File: config.mk
export PLATFORM = sky130hd
export DESIGN_NAME = xorshift_rewinder
export DESIGN_NICKNAME = d
export VERILOG_FILES = /design/src/rtl/xorshift_pkg.sv /design/src/rtl/xorshift_unshift_iter.sv /design/src/rtl/xorshift_rewinder.sv
export SDC_FILE = /design/constraint.sdc
export NUM_CORES = 1
export LEC_CHECK = 0
export ABC_AREA = 1
export BUFFER_PORTS_ARGS = -buffer_cell sky130_fd_sc_hd__buf_2
export CORE_AREA = 2 2 162 132
export CTS_CLUSTER_DIAMETER = 120
export DETAILED_ROUTE_END_ITERATION = 10
export DIE_AREA = 0 0 164 134
export MAX_ROUTING_LAYER = met4
export PLACE_DENSITY = 0.68
export SKIP_LAST_GASP = 1
export SYNTH_ARGS = -nofsm -noshare
export SYNTH_HDL_FRONTEND = slang
export SYNTH_HIERARCHICAL = 1
export SYNTH_SLANG_ARGS = --single-unit
File: constraint.sdc
create_clock -name clk -period 4.8 [get_ports clk]
set_clock_uncertainty 0.15 [all_clocks]
set_input_delay 0.24 -clock clk [delete_from_list [all_inputs] [get_ports clk]]
set_output_delay 0.24 -clock clk [all_outputs]
set_load 0.005 [all_outputs]
File: src/rtl/xorshift_pkg.sv
// Shared constants, derived iteration counts and FSM encoding for the xorshift
// generator family (forward generator and rewinder use the same shifts).
package xorshift_pkg;

  localparam int unsigned STATE_W      = 32;
  localparam int unsigned SHIFT_A_DFLT = 13;
  localparam int unsigned SHIFT_B_DFLT = 17;
  localparam int unsigned SHIFT_C_DFLT = 5;
  localparam int unsigned STEP_W_DFLT  = 16;
  localparam int unsigned SHAMT_W      = $clog2(STATE_W);

  // Iterations of t = y ^ shift(t) needed to undo one x ^= shift(x) stage.
  function automatic int unsigned iter_count(input int unsigned k);
    return (STATE_W + k - 1) / k - 1;
  endfunction

  localparam int unsigned N_A = iter_count(SHIFT_A_DFLT);
  localparam int unsigned N_B = iter_count(SHIFT_B_DFLT);
  localparam int unsigned N_C = iter_count(SHIFT_C_DFLT);

  typedef enum logic [2:0] {
    IDLE,
    UNDO_C,
    UNDO_B,
    UNDO_A,
    DONE
  } state_e;

endpackage

File: src/rtl/xorshift_unshift_iter.sv
// One partial-inversion iteration: t_next = y ^ (t shifted by shamt).
module xorshift_unshift_iter
  import xorshift_pkg::*;
#(
  parameter int unsigned W = STATE_W
) (
  input  logic [W-1:0]         y,
  input  logic [W-1:0]         t,
  input  logic [$clog2(W)-1:0] shamt,
  input  logic                 dir,
  output logic [W-1:0]         t_next_c
);

  // dir=1 undoes a right-shift stage, dir=0 a left-shift stage.
  always_comb begin
    t_next_c = y ^ (dir ? (t >> shamt) : (t << shamt));
  end

endmodule

File: src/rtl/xorshift_rewinder.sv
// Walks a 32-bit xorshift sequence backwards by a requested number of steps,
// one inversion iteration per clock, undoing stages in order C, B, A.
module xorshift_rewinder
  import xorshift_pkg::*;
#(
  parameter int unsigned SHIFT_A = SHIFT_A_DFLT,
  parameter int unsigned SHIFT_B = SHIFT_B_DFLT,
  parameter int unsigned SHIFT_C = SHIFT_C_DFLT,
  parameter int unsigned STEP_W  = STEP_W_DFLT
) (
  input  logic               clk,
  input  logic               rst,
  input  logic               in_valid,
  output logic               in_ready,
  input  logic [STATE_W-1:0] in_state,
  input  logic [STEP_W-1:0]  in_steps,
  output logic               out_valid,
  input  logic               out_ready,
  output logic [STATE_W-1:0] out_state,
  output logic               busy
);

  localparam int unsigned ITER_W = SHAMT_W;
  localparam int unsigned ITER_A = iter_count(SHIFT_A);
  localparam int unsigned ITER_B = iter_count(SHIFT_B);
  localparam int unsigned ITER_C = iter_count(SHIFT_C);

  state_e              state_q, state_d;
  logic [STATE_W-1:0]  y_q, y_d;
  logic [STATE_W-1:0]  t_q, t_d;
  logic [STEP_W-1:0]   steps_q, steps_d;
  logic [ITER_W-1:0]   iter_q, iter_d;
  logic [STATE_W-1:0]  out_state_q, out_state_d;
  logic                in_ready_q, in_ready_d;
  logic                out_valid_q, out_valid_d;
  logic                busy_q, busy_d;

  logic [SHAMT_W-1:0]  shamt_c;
  logic                dir_c;
  logic [STATE_W-1:0]  t_next_c;

  // Select the shift amount and direction of the stage being undone.
  always_comb begin
    shamt_c = SHAMT_W'(SHIFT_C);
    dir_c   = 1'b0;
    unique case (state_q)
      UNDO_B: begin
        shamt_c = SHAMT_W'(SHIFT_B);
        dir_c   = 1'b1;
      end
      UNDO_A: begin
        shamt_c = SHAMT_W'(SHIFT_A);
        dir_c   = 1'b0;
      end
      default: begin
        shamt_c = SHAMT_W'(SHIFT_C);
        dir_c   = 1'b0;
      end
    endcase
  end

  xorshift_unshift_iter #(
    .W(STATE_W)
  ) u_iter (
    .y        (y_q),
    .t        (t_q),
    .shamt    (shamt_c),
    .dir      (dir_c),
    .t_next_c (t_next_c)
  );

  // Next-state logic: stage sequencing, iteration/step counting, result capture.
  always_comb begin
    state_d     = state_q;
    y_d         = y_q;
    t_d         = t_q;
    steps_d     = steps_q;
    iter_d      = iter_q;
    out_state_d = out_state_q;

    unique case (state_q)
      IDLE: begin
        if (in_valid) begin
          y_d     = in_state;
          t_d     = in_state;
          steps_d = in_steps;
          iter_d  = '0;
          if (in_steps != '0) begin
            state_d = UNDO_C;
          end else begin
            state_d     = DONE;
            out_state_d = in_state;
          end
        end
      end
      UNDO_C: begin
        t_d = t_next_c;
        if (iter_q == ITER_W'(ITER_C - 1)) begin
          y_d     = t_next_c;
          iter_d  = '0;
          state_d = UNDO_B;
        end else begin
          iter_d = iter_q + ITER_W'(1);
        end
      end
      UNDO_B: begin
        t_d = t_next_c;
        if (iter_q == ITER_W'(ITER_B - 1)) begin
          y_d     = t_next_c;
          iter_d  = '0;
          state_d = UNDO_A;
        end else begin
          iter_d = iter_q + ITER_W'(1);
        end
      end
      UNDO_A: begin
        t_d = t_next_c;
        if (iter_q == ITER_W'(ITER_A - 1)) begin
          y_d     = t_next_c;
          iter_d  = '0;
          steps_d = steps_q - STEP_W'(1);
          if (steps_q == STEP_W'(1)) begin
            state_d     = DONE;
            out_state_d = t_next_c;
          end else begin
            state_d = UNDO_C;
          end
        end else begin
          iter_d = iter_q + ITER_W'(1);
        end
      end
      DONE: begin
        if (out_ready) begin
          state_d = IDLE;
        end
      end
      default: begin
        state_d = IDLE;
      end
    endcase

    in_ready_d  = (state_d == IDLE);
    out_valid_d = (state_d == DONE);
    busy_d      = (state_d != IDLE);
  end

  // State and datapath registers with asynchronous reset.
  always_ff @(posedge clk or posedge rst) begin
    if (rst) begin
      state_q     <= IDLE;
      y_q         <= '0;
      t_q         <= '0;
      steps_q     <= '0;
      iter_q      <= '0;
      out_state_q <= '0;
      in_ready_q  <= 1'b1;
      out_valid_q <= 1'b0;
      busy_q      <= 1'b0;
    end else begin
      state_q     <= state_d;
      y_q         <= y_d;
      t_q         <= t_d;
      steps_q     <= steps_d;
      iter_q      <= iter_d;
      out_state_q <= out_state_d;
      in_ready_q  <= in_ready_d;
      out_valid_q <= out_valid_d;
      busy_q      <= busy_d;
    end
  end

  assign in_ready  = in_ready_q;
  assign out_valid = out_valid_q;
  assign out_state = out_state_q;
  assign busy      = busy_q;

endmodule

## Word-level counts from Yosys, hierarchy flattened

Cells that the tools add are included.

| word-level totals | value |
|---|---|
| bits in registers | 123 |
| input bits | 52 |
| output and inout port bits | 35 |
| logic and storage cells | 72 |

| operators by class | value |
|---|---|
| $add $sub $neg | 2 |
| eq/ne operators | 14 |
| shift operators | 2 |
| mux-type cells | 30 |
| bitwise logic cells | 1 |
| reduce and logical (&&, ||, !) cells | 14 |

Operator list:

| cell | count |
|---|---|
| $mux W32 | 9 |
| $pmux W32 S2 | 2 |
| $pmux W32 S4 | 1 |
| $mux W16 | 2 |
| $pmux W16 S2 | 1 |
| $shl A32 B5 Y32 | 1 |
| $shr A32 B5 Y32 | 1 |
| $xor A32 B32 Y32 | 1 |
| $mux W3 | 7 |
| $mux W5 | 4 |
| $pmux W5 S4 | 1 |
| $eq A16 B1 Y1 const B | 1 |
| $reduce_bool A16 Y1 | 1 |
| $sub A16 B1 Y16 const B | 1 |
| $pmux W3 S5 | 1 |
| $ne A2 B2 Y1 const B | 6 |
| $pmux W5 S2 | 1 |
| $reduce_and A5 Y1 | 2 |
| $eq A3 B2 Y1 const B | 2 |
| $eq A3 B3 Y1 const B | 2 |
| $logic_not A3 Y1 | 2 |
| $add A5 B1 Y5 const B | 1 |
| $eq A5 B1 Y1 const B | 1 |
| $eq A5 B3 Y1 const B | 1 |
| 9 further kinds | 11 |

## Longest topological paths before layout

Gate-level depths: netlist of run 1.

| depth | value |
|---|---|
| depth in word-level cells | 8 |
| depth in mapped cells | 17 |
| depth with buffers taken out | 15 |

## Hierarchy

The synthesis of run 1 kept the hierarchy.

Modules (own cells, without submodules):

| module | times used | cells each | area an instance (um^2) | sequential area each (um^2) |
|---|---|---|---|---|
| xorshift_rewinder | 1 | 879 | 6,341.1 | 3,079.2 |
| xorshift_unshift_iter | 1 | 755 | 3,713.6 | 0.0 |

## Worst setup path before layout of run 1

OpenSTA, ideal clock, no wires.

| path | value |
|---|---|
| path type | reg2reg |
| from | register state_q[1] |
| to | register out_state_q[12] (netlist: out_state[12]) |
| setup time | 67 ps |
| data arrival time | 2,243 ps |
| data required time | 4,583 ps |
| setup slack | 2,340 ps |
| cell stages (with the launch flop) | 14 |
| path buffers | 3 |
| period minus slack after synthesis | 2,460 ps |
| cells stage by stage | dfrtp_1 > nand2_1 > nor2_4 > buf_1 > buf_2 > buf_1 > nand3_1 > nand3_1 > nand4_1 > nand2_1 > inv_1 > o21ai_0 > nand4_1 > nand2_1 |

| on the way | value |
|---|---|
| word-level cells in the longest chain between the ends | 8 |

Ends and longest elaborated chain:

| item | line | RTL |
|---|---|---|
| start: declaration | xorshift_rewinder.sv:28 | `state_e state_q, state_d;` |
| start signal: assignment | xorshift_rewinder.sv:160 | `state_q <= state_d;` |
| $eq A3 B2 Y1 | xorshift_rewinder.sv:46 | `unique case (state_q)` |
| $pmux W5 S2 (*) | xorshift_rewinder.sv:46 |  |
| named net shamt_c[3] | xorshift_rewinder.sv:38 | `logic [SHAMT_W-1:0] shamt_c;` |
| $shl A32 B5 Y32 or $shr A32 B5 Y32 (tied branches) | xorshift_unshift_iter.sv:16 | `t_next_c = y ^ (dir ? (t >> shamt) : (t << shamt));` |
| $mux W32 (*) | xorshift_unshift_iter.sv:16 |  |
| $xor A32 B32 Y32 (*) | xorshift_unshift_iter.sv:16 |  |
| named net t_next_c[12] | xorshift_rewinder.sv:40 | `logic [STATE_W-1:0] t_next_c;` |
| $mux W32 (*) | xorshift_rewinder.sv:122 | `if (steps_q == STEP_W'(1)) begin` |
| $mux W32 (*) | xorshift_rewinder.sv:118 | `if (iter_q == ITER_W'(ITER_A - 1)) begin` |
| $pmux W32 S2 (*) | xorshift_rewinder.sv:81 | `unique case (state_q)` |
| end signal: assignment | xorshift_rewinder.sv:165 | `out_state_q <= out_state_d;` |
| end: declaration | xorshift_rewinder.sv:33 | `logic [STATE_W-1:0] out_state_q, out_state_d;` |

Mark *: on every way through the listed nets, which the timed path passes. The rest lies on a longest branch. The select of a mux whose other input is x is not followed.
A chain may end at the register's enable or synchronous reset.

## Final worst setup path of run 1

| path | value |
|---|---|
| from | register state_q[2] |
| to | register t_q[14] |

| on the way | value |
|---|---|
| word-level cells in the longest chain between the ends | 6 |

Ends and longest elaborated chain:

| item | line | RTL |
|---|---|---|
| $eq A3 B2 Y1 | xorshift_rewinder.sv:46 |  |
| $pmux W5 S2 (*) | xorshift_rewinder.sv:46 |  |
| named net shamt_c[2] | xorshift_rewinder.sv:38 |  |
| $shl A32 B5 Y32 or $shr A32 B5 Y32 (tied branches) | xorshift_unshift_iter.sv:16 |  |
| $mux W32 (*) | xorshift_unshift_iter.sv:16 |  |
| $xor A32 B32 Y32 (*) | xorshift_unshift_iter.sv:16 |  |
| named net t_next_c[14] | xorshift_rewinder.sv:40 |  |
| $pmux W32 S2 (*) | xorshift_rewinder.sv:81 |  |
| end signal: assignment | xorshift_rewinder.sv:162 | `t_q <= t_d;` |
| end: declaration | xorshift_rewinder.sv:30 | `logic [STATE_W-1:0] t_q, t_d;` |

Mark *: on every way through the listed nets, which the timed path passes. The rest lies on a longest branch.

==> results.py, run 1 <==
metrics = {
    "die": {
        "die_area_sq_mm": 0.0220,
        "die_w_um": 164,
        "core_region_area_sq_mm": 0.0204,
        "initial_utilization": 0.493,
        "dieHeight_um": 134,
        "rows": 47,
        "io_pins": 87,
    },
    "critical_path": {
        "required_ps": 5010,
        "cp_cell_sequence": "inv_2 -> nand3_2 -> inv_1 -> nor2_2 -> buf_4 -> nand3_1 -> nand3_1 -> nand2_1 -> nand2_1 -> inv_1 -> o21ai_0 -> nand2_1 -> nand2_1",
        "cp-start-kind": "flop",
        "timing.rr.end": "t_q[14]$_DFFE_PP0P_",
        "endpoint_kind": "flop",
        "worst-path-max-fanout": 19,
        "r2r_cells": 13,
        "criticalPathCategory": "flop to flop",
        "critPathTopFamily": "simple AND/OR/NAND/NOR gates",
        "cpPeakStageDelay_ps": 850,
        "crit_buf_inv": 4,
        "slowest_stage": "nor2_2",
        "rrSetupSlack_ps": 1350,
        "rr_startpoint": "state_q[2]$_DFF_PP0_",
        "path_common_cell": "nand2_1",
        "cp.arrival_ps": 3670,
    },
    "sta": {
        "hold-worst-slack_ps": 17.9,
        "setup_viol": 0,
        "finalCritPeriodShare": 0.719,
        "worst_pin_slew_ps": 1120,
        "relSlewSlack": 0.251,
        "fin_crit_ps": 3450,
        "rsz0062_at_grt": "false",
        "final.setup.tns_ps": 0,
        "hold_viol_final": 0,
        "fmax_ghz": 0.290,
        "slew_violations": 0,
    },
    "global_route": {
        "grt_pass1_wl_um": 57300,
        "first_global_vias": 10400,
        "overflow": 0,
        "grt_max_degree": 73,
        "antenna_found_initial": 1,
        "grt.total_usage": 0.346,
    },
    "logic_synthesis": {
        "synth_top_area_cell": "dfrtp_1",
        "syn_nets": 1691,
        "ys_seq_area_frac": 0.306,
        "synth-seq-cells": 123,
        "yosysTopAreaCellShare": 0.304,
        "synth_area_sq_mm": 0.0101,
        "syn_area_per_cell_sq_um": 6.15,
        "synth.area.top_cells": "dfrtp_1 30%, nand3_1 22%, nand2_1 21%",
        "synth_warnings": 6,
        "ys_types": 36,
        "synthCells": 1634,
    },
    "power_and_ir_drop": {
        "ir_worst_vdd_mv": 0.407,
        "p_leak_nw": 5.81,
        "power_density_mw_per_mm2": 653,
    },
    "status": {
        "status": "finished clean",
    },
    "routing": {
        "num_vias": 11600,
        "antenna_left": 0,
        "drt_iter0_markers": 1592,
        "drt_wl_total_um": 36500,
        "drc_errors": 0,
        "drtPass1Iterations": 8,
        "wl_per_cell_um": 18.8,
        "viasPerCell": 5.97,
    },
    "clock_network": {
        "cts-root-buf": "clkbuf_16",
        "cts_made_buffers": 17,
        "cts_num_sinks": 123,
        "cts_tree": "done",
        "cts.clk_slew.worst_paths_ps": 70,
        "cts.path.max_buffers": 2,
        "clk_latency_ps": 430,
        "cts_max_level": 4,
        "post-cts-setup-buffer-count": 0,
    },
    "layout": {
        "fin_nets": 1722,
        "area_growth_pct": 10.2,
        "fin_area_sq_mm": 0.0111,
        "fill_cells": 2058,
        "drive_above_1_share": 0.120,
    },
    "placed_design": {
        "placed_area_sq_mm": 0.0105,
        "io_buffers": 86,
        "globalplace.congestion": 1.08,
        "hpwlAfterDp_um": 26100,
    },
    "run": {
        "maxCapViolCount": 0,
    },
    "min_path": {
        "holdCritStartpoint": "in_steps[8]",
        "min_path_type": "primary input to flop",
        "hold_depth": 5,
        "hold_path_end": "steps_q[8]$_DFFE_PP0P_",
    },
}
[worst max path at each step]
stage,end,slack (ps),depth (start not counted),start
2_1_floorplan,busy$_DFF_PP0_,1140,1,rst
3_3_place_gp,out_state[7]$_DFFE_PP0P_,1510,11,iter_q[1]$_DFFE_PP0P_
3_5_place_dp,out_state[11]$_DFFE_PP0P_,1410,11,iter_q[1]$_DFFE_PP0P_
4_1_cts,out_state[30]$_DFFE_PP0P_,1390,11,iter_q[1]$_DFFE_PP0P_
5_1_grt,t_q[12]$_DFFE_PP0P_,1010,13,state_q[2]$_DFF_PP0_
6_report,t_q[14]$_DFFE_PP0P_,1350,13,state_q[2]$_DFF_PP0_
[state kept, by name (all words and copies together) (netlist names)]
| signal | flops |
|---|---|
| steps_q | 16 |
| busy | 1 |
| iter_q | 5 |
| y_q | 32 |
| in_ready | 1 |
| state_q | 3 |
| out_valid | 1 |
| t_q | 32 |
| out_state | 32 |
[repair_timing]
action                                 CTS  global route
resized for setup                        0             0
endpoints found under the hold margin   35             0
hold buffers                             3             0
[area by class of cell]
cell class | instances | area (sq um) | area share
diodes | 1 | 2.50 | 0.000226
repair buffers | 106 | 601 | 0.0542
clock buffers | 17 | 425 | 0.0384
well taps | 269 | 337 | 0.0304
multi-input cells | 1303 | 6050 | 0.546
flip-flops and latches | 123 | 3080 | 0.278
clock inverters | 15 | 151 | 0.0137
inverters | 114 | 438 | 0.0395
[cell usage in the layout, fill, tap and decap left out, types with 2 or more instances in the layout]
| cell type | synthesis | final |
|---|---|---|
| buf_4 | 8 | 16 |
| buf_2 | 33 | 86 |
| ha_1 | 5 | 5 |
| conb_1 | 2 | 2 |
| nand2_4 | 4 | 4 |
| inv_6 | 0 | 8 |
| inv_2 | 11 | 11 |
| inv_8 | 1 | 3 |
| nand2_2 | 27 | 28 |
| inv_1 | 102 | 101 |
| nor2_2 | 5 | 7 |
| nand2_1 | 553 | 552 |
| o21ai_0 | 86 | 86 |
| clkbuf_16 | 0 | 17 |
| nor2_1 | 67 | 65 |
| o21ai_2 | 2 | 2 |
| nor2_4 | 2 | 2 |
| o22ai_1 | 2 | 2 |
| dlygate4sd3_1 | 0 | 3 |
| clkinvlp_4 | 0 | 2 |
| a21oi_1 | 5 | 5 |
| nand4_1 | 69 | 69 |
| nand3_1 | 451 | 451 |
| xor2_1 | 6 | 6 |
| nand3_2 | 8 | 8 |
| dfrtp_1 | 122 | 122 |
| nor3_1 | 2 | 2 |
[synth_stat cells]
cell,instances
nor2_4,2
buf_6,5
and3_1,1
a31oi_1,1
clkbuf_1,38
inv_2,11
o21ai_1,1
nor2_1,67
a21oi_1,5
conb_1,2
xnor2_1,1
inv_8,1
ha_1,5
o211ai_1,1
nor2_2,5
buf_8,2
buf_1,7
nand2_2,27
nand4_1,69
nand3_2,8
nor3_1,2
buf_4,8
nand3b_1,1
nand2_1,553
xor2_1,6
o21ai_0,86
nand3_1,451
a21oi_4,1
inv_1,102
o22ai_1,2
nand2_4,4
dfrtp_1,122
buf_12,1
buf_2,33
o21ai_2,2
dfstp_2,1
[layer usage]
layer / wire length [um] / GRT usage
met5: 0 / -
met4: 969 / 0.111
met2: 16000 / 0.511
met1: 16300 / 0.488
met3: 3240 / 0.0507
[report_power, final]
part | switching (mW) | internal (mW) | leakage, nW
combinational | 2.67 | 1.21 | 3.99
clock | 0.574 | 0.733 | 0.280
sequential | 0.517 | 1.53 | 1.54
[stage by stage]
step | utilization | cells | setup slack [ps] | total power, mW
CTS | 0.543 | 1947 | 1390 | 7.13
detailed placement | 0.513 | 1912 | 1410 | 5.80
global placement | 0.513 | 1912 | 1510 | 5.76
floorplan | - | 1634 | 1140 | 4.68
global route | 0.543 | 1948 | 1010 | 7.83
finish | 0.543 | 1948 | 1350 | 7.23
[worst min-delay path, cell delays in order]
cell	delay (ps)
buf_2	100
nand2_1	50
nand2_1	60
o21ai_0	70
nand2_1	50
[logic make-up after synthesis]
| kind of cell | Yosys count | share of synthesized area |
|---|---|---|
| and+or+nand+nor | 1190 | 0.536 |
| buffers and inverters | 208 | 0.0931 |
| DFF | 123 | 0.306 |
| AOI/OAI and AO/OA | 99 | 0.0518 |
| xor gates and xnor gates | 7 | 0.00610 |
| adders and majority gates | 5 | 0.00622 |
| other | 2 | 0.000747 |
Note: power is estimated with default switching activity, not from simulation.
==> inputs of run 2 (changes only) <==
--- a/config.mk
+++ b/config.mk
@@ -5,7 +5,7 @@
 export SDC_FILE = /design/constraint.sdc
 export NUM_CORES = 1
 export LEC_CHECK = 0
-export ABC_AREA = 1
+export ABC_AREA = 0
 export BUFFER_PORTS_ARGS = -buffer_cell sky130_fd_sc_hd__buf_2
 export CORE_AREA = 2 2 162 132
 export CTS_CLUSTER_DIAMETER = 120
==> constraint.sdc (replaced) <==
create_clock -name clk -period 3.4 [get_ports clk]
set_clock_uncertainty 0.15 [all_clocks]
set_input_delay 0.17 -clock clk [delete_from_list [all_inputs] [get_ports clk]]
set_output_delay 0.17 -clock clk [all_outputs]
set_load 0.005 [all_outputs]
==> results.py, run 2 <==
metrics = {
    "status": {
        "status": "finished clean",
    },
    "routing": {
        "drt_wl_total_um": 38500,
        "viasPerCell": 6.56,
        "wl_per_cell_um": 24.9,
        "drc_errors": 0,
        "drt_iter0_markers": 1335,
        "antenna_left": 0,
        "drtPass1Iterations": 5,
        "num_vias": 10100,
    },
    "die": {
        "rows": 47,
        "core_region_area_sq_mm": 0.0204,
        "io_pins": 87,
        "die_w_um": 164,
        "die_area_sq_mm": 0.0220,
        "dieHeight_um": 134,
        "initial_utilization": 0.490,
    },
    "clock_network": {
        "cts-root-buf": "clkbuf_16",
        "cts_max_level": 4,
        "cts.clk_slew.worst_paths_ps": 60,
        "cts_made_buffers": 17,
        "cts_tree": "done",
        "cts.path.max_buffers": 2,
        "post-cts-setup-buffer-count": 0,
        "cts_num_sinks": 123,
        "clk_latency_ps": 420,
    },
    "layout": {
        "drive_above_1_share": 0.219,
        "area_growth_pct": 20.2,
        "fin_cells": 1545,
        "layout_common_cells": "207 x nand2_1, 122 x dfrtp_1, 115 x o21ai_0",
        "utilization": 0.589,
        "final_common_cell": "nand2_1",
        "insertedDiodeCount": 0,
        "fin_nets": 1320,
    },
    "logic_synthesis": {
        "synth_area_sq_mm": 0.0100,
        "ys_types": 76,
        "synth.most_common_cell": "nand2_1",
        "synth_adder_area_share": 0.00625,
        "synth_compound_area_frac": 0.185,
        "synth_top_family_by_area": "multiplexers",
        "yosysTopAreaCellShare": 0.305,
        "synth_ff_type": "dfrtp_1",
        "synth.area.top_cells": "dfrtp_1 31%, mux4_2 11%, mux2i_1 8.9%",
        "synthCells": 1133,
        "synth_top_area_cell": "dfrtp_1",
        "synthMuxAreaShare": 0.232,
        "synthArstFlopShare": 1.00,
        "synth-seq-cells": 123,
        "synth_xor_area_frac": 0.0289,
        "synth_warnings": 6,
        "ys_seq_area_frac": 0.308,
        "syn_area_per_cell_sq_um": 8.83,
        "synthSimpleGateAreaFrac": 0.183,
        "synth_common_cells": "207 x nand2_1, 122 x dfrtp_1, 115 x o21ai_0",
        "synth_edf_count": 0,
    },
    "sta": {
        "worst_pin_slew_ps": 1010,
        "rsz0062_at_grt": "true",
        "setup_viol": 0,
        "hold_viol_final": 0,
        "final.setup.tns_ps": 0,
        "relSlewSlack": 0.325,
        "fin_crit_ps": 3370,
        "slew_violations": 0,
        "finalCritPeriodShare": 0.992,
        "setup_ws_ps": 26.3,
        "fmax_ghz": 0.296,
    },
    "global_route": {
        "first_global_vias": 9519,
        "grt_pass1_wl_um": 58500,
        "antenna_found_initial": 0,
        "grt_max_degree": 65,
        "grt.total_usage": 0.364,
        "overflow": 0,
    },
    "critical_path": {
        "cp.arrival_ps": 3510,
        "required_ps": 3540,
        "cp-start-kind": "flop",
        "endpoint_kind": "flop",
        "worst-path-max-fanout": 20,
        "criticalPathCategory": "flop to flop",
    },
    "run": {
        "maxCapViolCount": 0,
    },
    "placed_design": {
        "io_buffers": 86,
        "globalplace.congestion": 1.05,
        "place_ws_ps": -43.7,
        "dpl.cell_count": 1464,
        "hpwlAfterDp_um": 27500,
    },
    "power_and_ir_drop": {
        "p_total_mw": 12.0,
        "power_density_mw_per_mm2": 996,
        "p_leak_nw": 4.94,
        "ir_worst_vdd_mv": 0.843,
    },
    "min_path": {
        "min_path_type": "primary input to flop",
    },
}
run 2: changes by cell type after synthesis, moves of 38 or more:
cell / previous run / this run
a31oi_1: 1 / 39
inv_1: 102 / 14
mux2i_1: 0 / 89
mux4_2: 0 / 49
nand2_1: 553 / 207
nand3_1: 451 / 33
nand4_1: 69 / 7
run 2: final cells by class:
type	instances	area, sq um
multi-input cells	899	6400
fillers	1758	8380
well taps	269	337
inverters	16	71.3
flip-flops and latches	123	3080
repair buffers	206	1570
clock buffers	18	429
clock inverters	14	139
run 2: metal layers:
| metal | share of wire | track usage | wire (um) | up-vias |
|---|---|---|---|---|
| met5 | 0 | - | 0 | - |
| met1 | 0.43 | 0.519 | 16500 | 4892 |
| met2 | 0.42 | 0.504 | 16200 | 684 |
| met3 | 0.12 | 0.0915 | 4480 | 99 |
| li1 | - | - | - | 4464 |
| met4 | 0.032 | 0.122 | 1250 | 0 |
run 2: worst max-delay path, cell delays in order (launching register included):
cell	delay, ps
dfrtp_1	380
nand3b_1	230
clkinv_4	210
buf_4	290
buf_4	230
mux4_2	350
mux2i_2	280
nand2_1	100
o211ai_1	100
o211ai_1	240
xor2_1	240
mux2i_2	310
o21ai_0	120
run 2: worst paths after layout:
check,from,to,slack (ps),cells after the start
worst max-delay path,state_q[2]$_DFF_PP0_,y_q[15]$_DFFE_PP0P_,30,12
min in group asynchronous,rst,iter_q[0]$_DFFE_PP0P_,310,3
worst max register to register,state_q[2]$_DFF_PP0_,y_q[15]$_DFFE_PP0P_,30,12
worst min register to register,y_q[15]$_DFFE_PP0P_,y_q[15]$_DFFE_PP0P_,350,2
worst min-delay path,out_ready,out_valid$_DFF_PP0_,40,4
max in group asynchronous,rst,out_state[9]$_DFFE_PP0P_,2030,4
run 2: repair_timing:
action	4_1_cts	5_1_grt
endpoints found under the hold margin	138	0
hold buffers	49	0
gates resized for setup	1	5
cloned	0	0
pin swaps	0	1
endpoints found under the setup margin	2	9
run 2: cell families (layout without fill, tap and decap cells):
| kind of cell | after synthesis | in the layout |
|---|---|---|
| xor+xnor | 33 | 33 |
| compound gates | 288 | 288 |
| mux | 161 | 161 |
| flops | 123 | 123 |
| fa+ha+maj | 5 | 5 |
| simple gates | 408 | 408 |
| other cells | 2 | 4 |
| buf+inv | 113 | 254 |
run 2: power breakdown:
| group | leakage [nW] | internal (mW) | switching, mW |
|---|---|---|---|
| registers | 1.47 | 2.19 | 0.925 |
| logic | 3.19 | 2.92 | 4.16 |
| clock network | 0.270 | 1.02 | 0.757 |
run 2: metrics by stage:
step | cell area [sq um] | hold WS, ps
after global placement | 10900 | 231
after CTS | 12000 | 50.7
after floorplan | 10000 | 166
after detailed placement | 10900 | 234
after global routing | 12000 | 105
final | 12000 | 44.9
==> inputs of run 3 (changes only) <==
--- a/config.mk
+++ b/config.mk
@@ -7,12 +7,12 @@
 export LEC_CHECK = 0
 export ABC_AREA = 0
 export BUFFER_PORTS_ARGS = -buffer_cell sky130_fd_sc_hd__buf_2
-export CORE_AREA = 2 2 162 132
+export CORE_AREA = 2 2 104 206
 export CTS_CLUSTER_DIAMETER = 120
 export DETAILED_ROUTE_END_ITERATION = 10
-export DIE_AREA = 0 0 164 134
+export DIE_AREA = 0 0 106 208
 export MAX_ROUTING_LAYER = met4
-export PLACE_DENSITY = 0.68
+export PLACE_DENSITY = 0.67
 export SKIP_LAST_GASP = 1
 export SYNTH_ARGS = -nofsm -noshare
 export SYNTH_HDL_FRONTEND = slang
==> results.py, run 3 (synthesis gave the netlist of run 2 again) <==
metrics = {
    "status": {
        "status": "finished clean",
    },
    "power_and_ir_drop": {
        "p_leak_nw": 5.11,
        "p_total_mw": 12.8,
        "power_density_mw_per_mm2": 1040,
        "ir_worst_vdd_mv": 0.933,
    },
    "layout": {
        "insertedDiodeCount": 0,
        "final_common_cell": "nand2_1",
        "fin_area_sq_mm": 0.0123,
        "fill_cells": 1769,
        "area_growth_pct": 22.9,
        "utilization": 0.601,
        "layout_common_cells": "207 x nand2_1, 122 x dfrtp_1, 114 x o21ai_0",
        "fin_cells": 1560,
        "drive_above_1_share": 0.227,
        "fin_nets": 1346,
    },
    "sta": {
        "hold_viol_final": 0,
        "hold-worst-slack_ps": 171,
        "rsz0062_at_grt": "false",
        "setup_ws_ps": 121,
        "relSlewSlack": 0.339,
        "final.setup.tns_ps": 0,
        "finalCritPeriodShare": 0.964,
        "setup_viol": 0,
        "fmax_ghz": 0.305,
        "slew_violations": 0,
        "fin_crit_ps": 3280,
        "worst_pin_slew_ps": 982,
    },
    "global_route": {
        "grt_pass1_wl_um": 67400,
        "first_global_vias": 10700,
        "antenna_found_initial": 0,
        "grt.total_usage": 0.427,
        "grt_max_degree": 97,
        "overflow": 0,
    },
    "critical_path": {
        "r2r_cells": 11,
        "criticalPathCategory": "flop to flop",
        "cp.arrival_ps": 3510,
        "rrSetupSlack_ps": 120,
        "worst-path-max-fanout": 12,
        "cp-start-kind": "flop",
        "endpoint_kind": "flop",
        "required_ps": 3640,
    },
    "routing": {
        "drc_errors": 0,
        "num_vias": 10700,
        "drtPass1Iterations": 9,
        "drt_wl_total_um": 45700,
        "drt_iter0_markers": 854,
        "wl_per_cell_um": 29.3,
        "viasPerCell": 6.84,
        "antenna_left": 0,
    },
    "die": {
        "initial_utilization": 0.489,
        "die_w_um": 106,
        "core_region_area_sq_mm": 0.0205,
        "rows": 74,
        "io_pins": 87,
        "dieHeight_um": 208,
        "die_area_sq_mm": 0.0220,
    },
    "clock_network": {
        "cts_made_buffers": 25,
        "cts-root-buf": "clkbuf_16",
        "cts_max_level": 4,
        "cts.clk_slew.worst_paths_ps": 50,
        "cts_tree": "done",
        "clk_latency_ps": 470,
        "cts.path.max_buffers": 3,
        "post-cts-setup-buffer-count": 0,
        "cts_num_sinks": 123,
    },
    "placed_design": {
        "io_buffers": 86,
        "globalplace.congestion": 1.02,
        "place_ws_ps": 108,
        "hpwlAfterDp_um": 32500,
        "dpl.cell_count": 1478,
        "placed_area_sq_mm": 0.0111,
    },
    "min_path": {
        "hold_depth": 4,
        "min_path_type": "primary input to flop",
    },
    "run": {
        "maxCapViolCount": 0,
    },
}
-- run 3: cell count changes in the layout (fill, tap and decap cells not counted), moves of 2 or more --
| cell | before | now |
|---|---|---|
| clkbuf_8 | 0 | 4 |
| clkinvlp_4 | 4 | 2 |
| buf_12 | 9 | 11 |
| clkbuf_16 | 17 | 25 |
| mux2i_1 | 87 | 89 |
| inv_6 | 5 | 0 |
| clkinv_4 | 4 | 0 |
| mux2i_2 | 2 | 0 |
| buf_4 | 62 | 77 |
-- run 3: per-layer routing --
metal / track usage / vias up / routed length [um]
li1: - / 4508 / -
met1: 0.452 / 5200 / 15000
met2: 0.700 / 720 / 22700
met3: 0.0642 / 250 / 3410
met4: 0.338 / 0 / 4670
met5: - / - / 0
-- run 3: critical path: stages, from the launching register on --
cell        delay [ps]
dfrtp_1            460
nor3b_2            360
clkinvlp_4         340
inv_2              300
buf_4              230
buf_4              180
mux2i_1            100
a221oi_1           420
buf_4              190
xnor2_1            140
mux2i_1            130
o21ai_0            180
-- run 3: layout make-up --
class	count	area (sq um)	share of cell area
tap	266	333	0.0271
clock inverter	1	5.00	0.000407
timing repair buffer	224	1730	0.141
multi-input combinational	899	6390	0.520
clock buffer	31	688	0.0560
sequential	123	3080	0.250
inverter	16	68.8	0.00560
-- run 3: path summary, 6_finish.rpt --
kind | start | end
max | state_q[0]$_DFF_PP0_ | y_q[4]$_DFFE_PP0P_
min | in_valid | iter_q[1]$_DFFE_PP0P_
max reg2reg | state_q[0]$_DFF_PP0_ | y_q[4]$_DFFE_PP0P_
min reg2reg | y_q[16]$_DFFE_PP0P_ | y_q[16]$_DFFE_PP0P_
max in group asynchronous | rst | t_q[7]$_DFFE_PP0P_
min in group asynchronous | rst | t_q[29]$_DFFE_PP0P_
-- run 3: repair_timing --
action	CTS	global route
gates resized for setup	0	3
hold endpoints to repair	139	0
setup endpoints to repair	0	4
hold buffers	50	0
-- run 3: power by group --
group	total [mW]	internal (mW)	switching, mW
sequential	3.18	2.20	0.985
clock	2.08	1.39	0.694
combinational	7.53	3.06	4.47
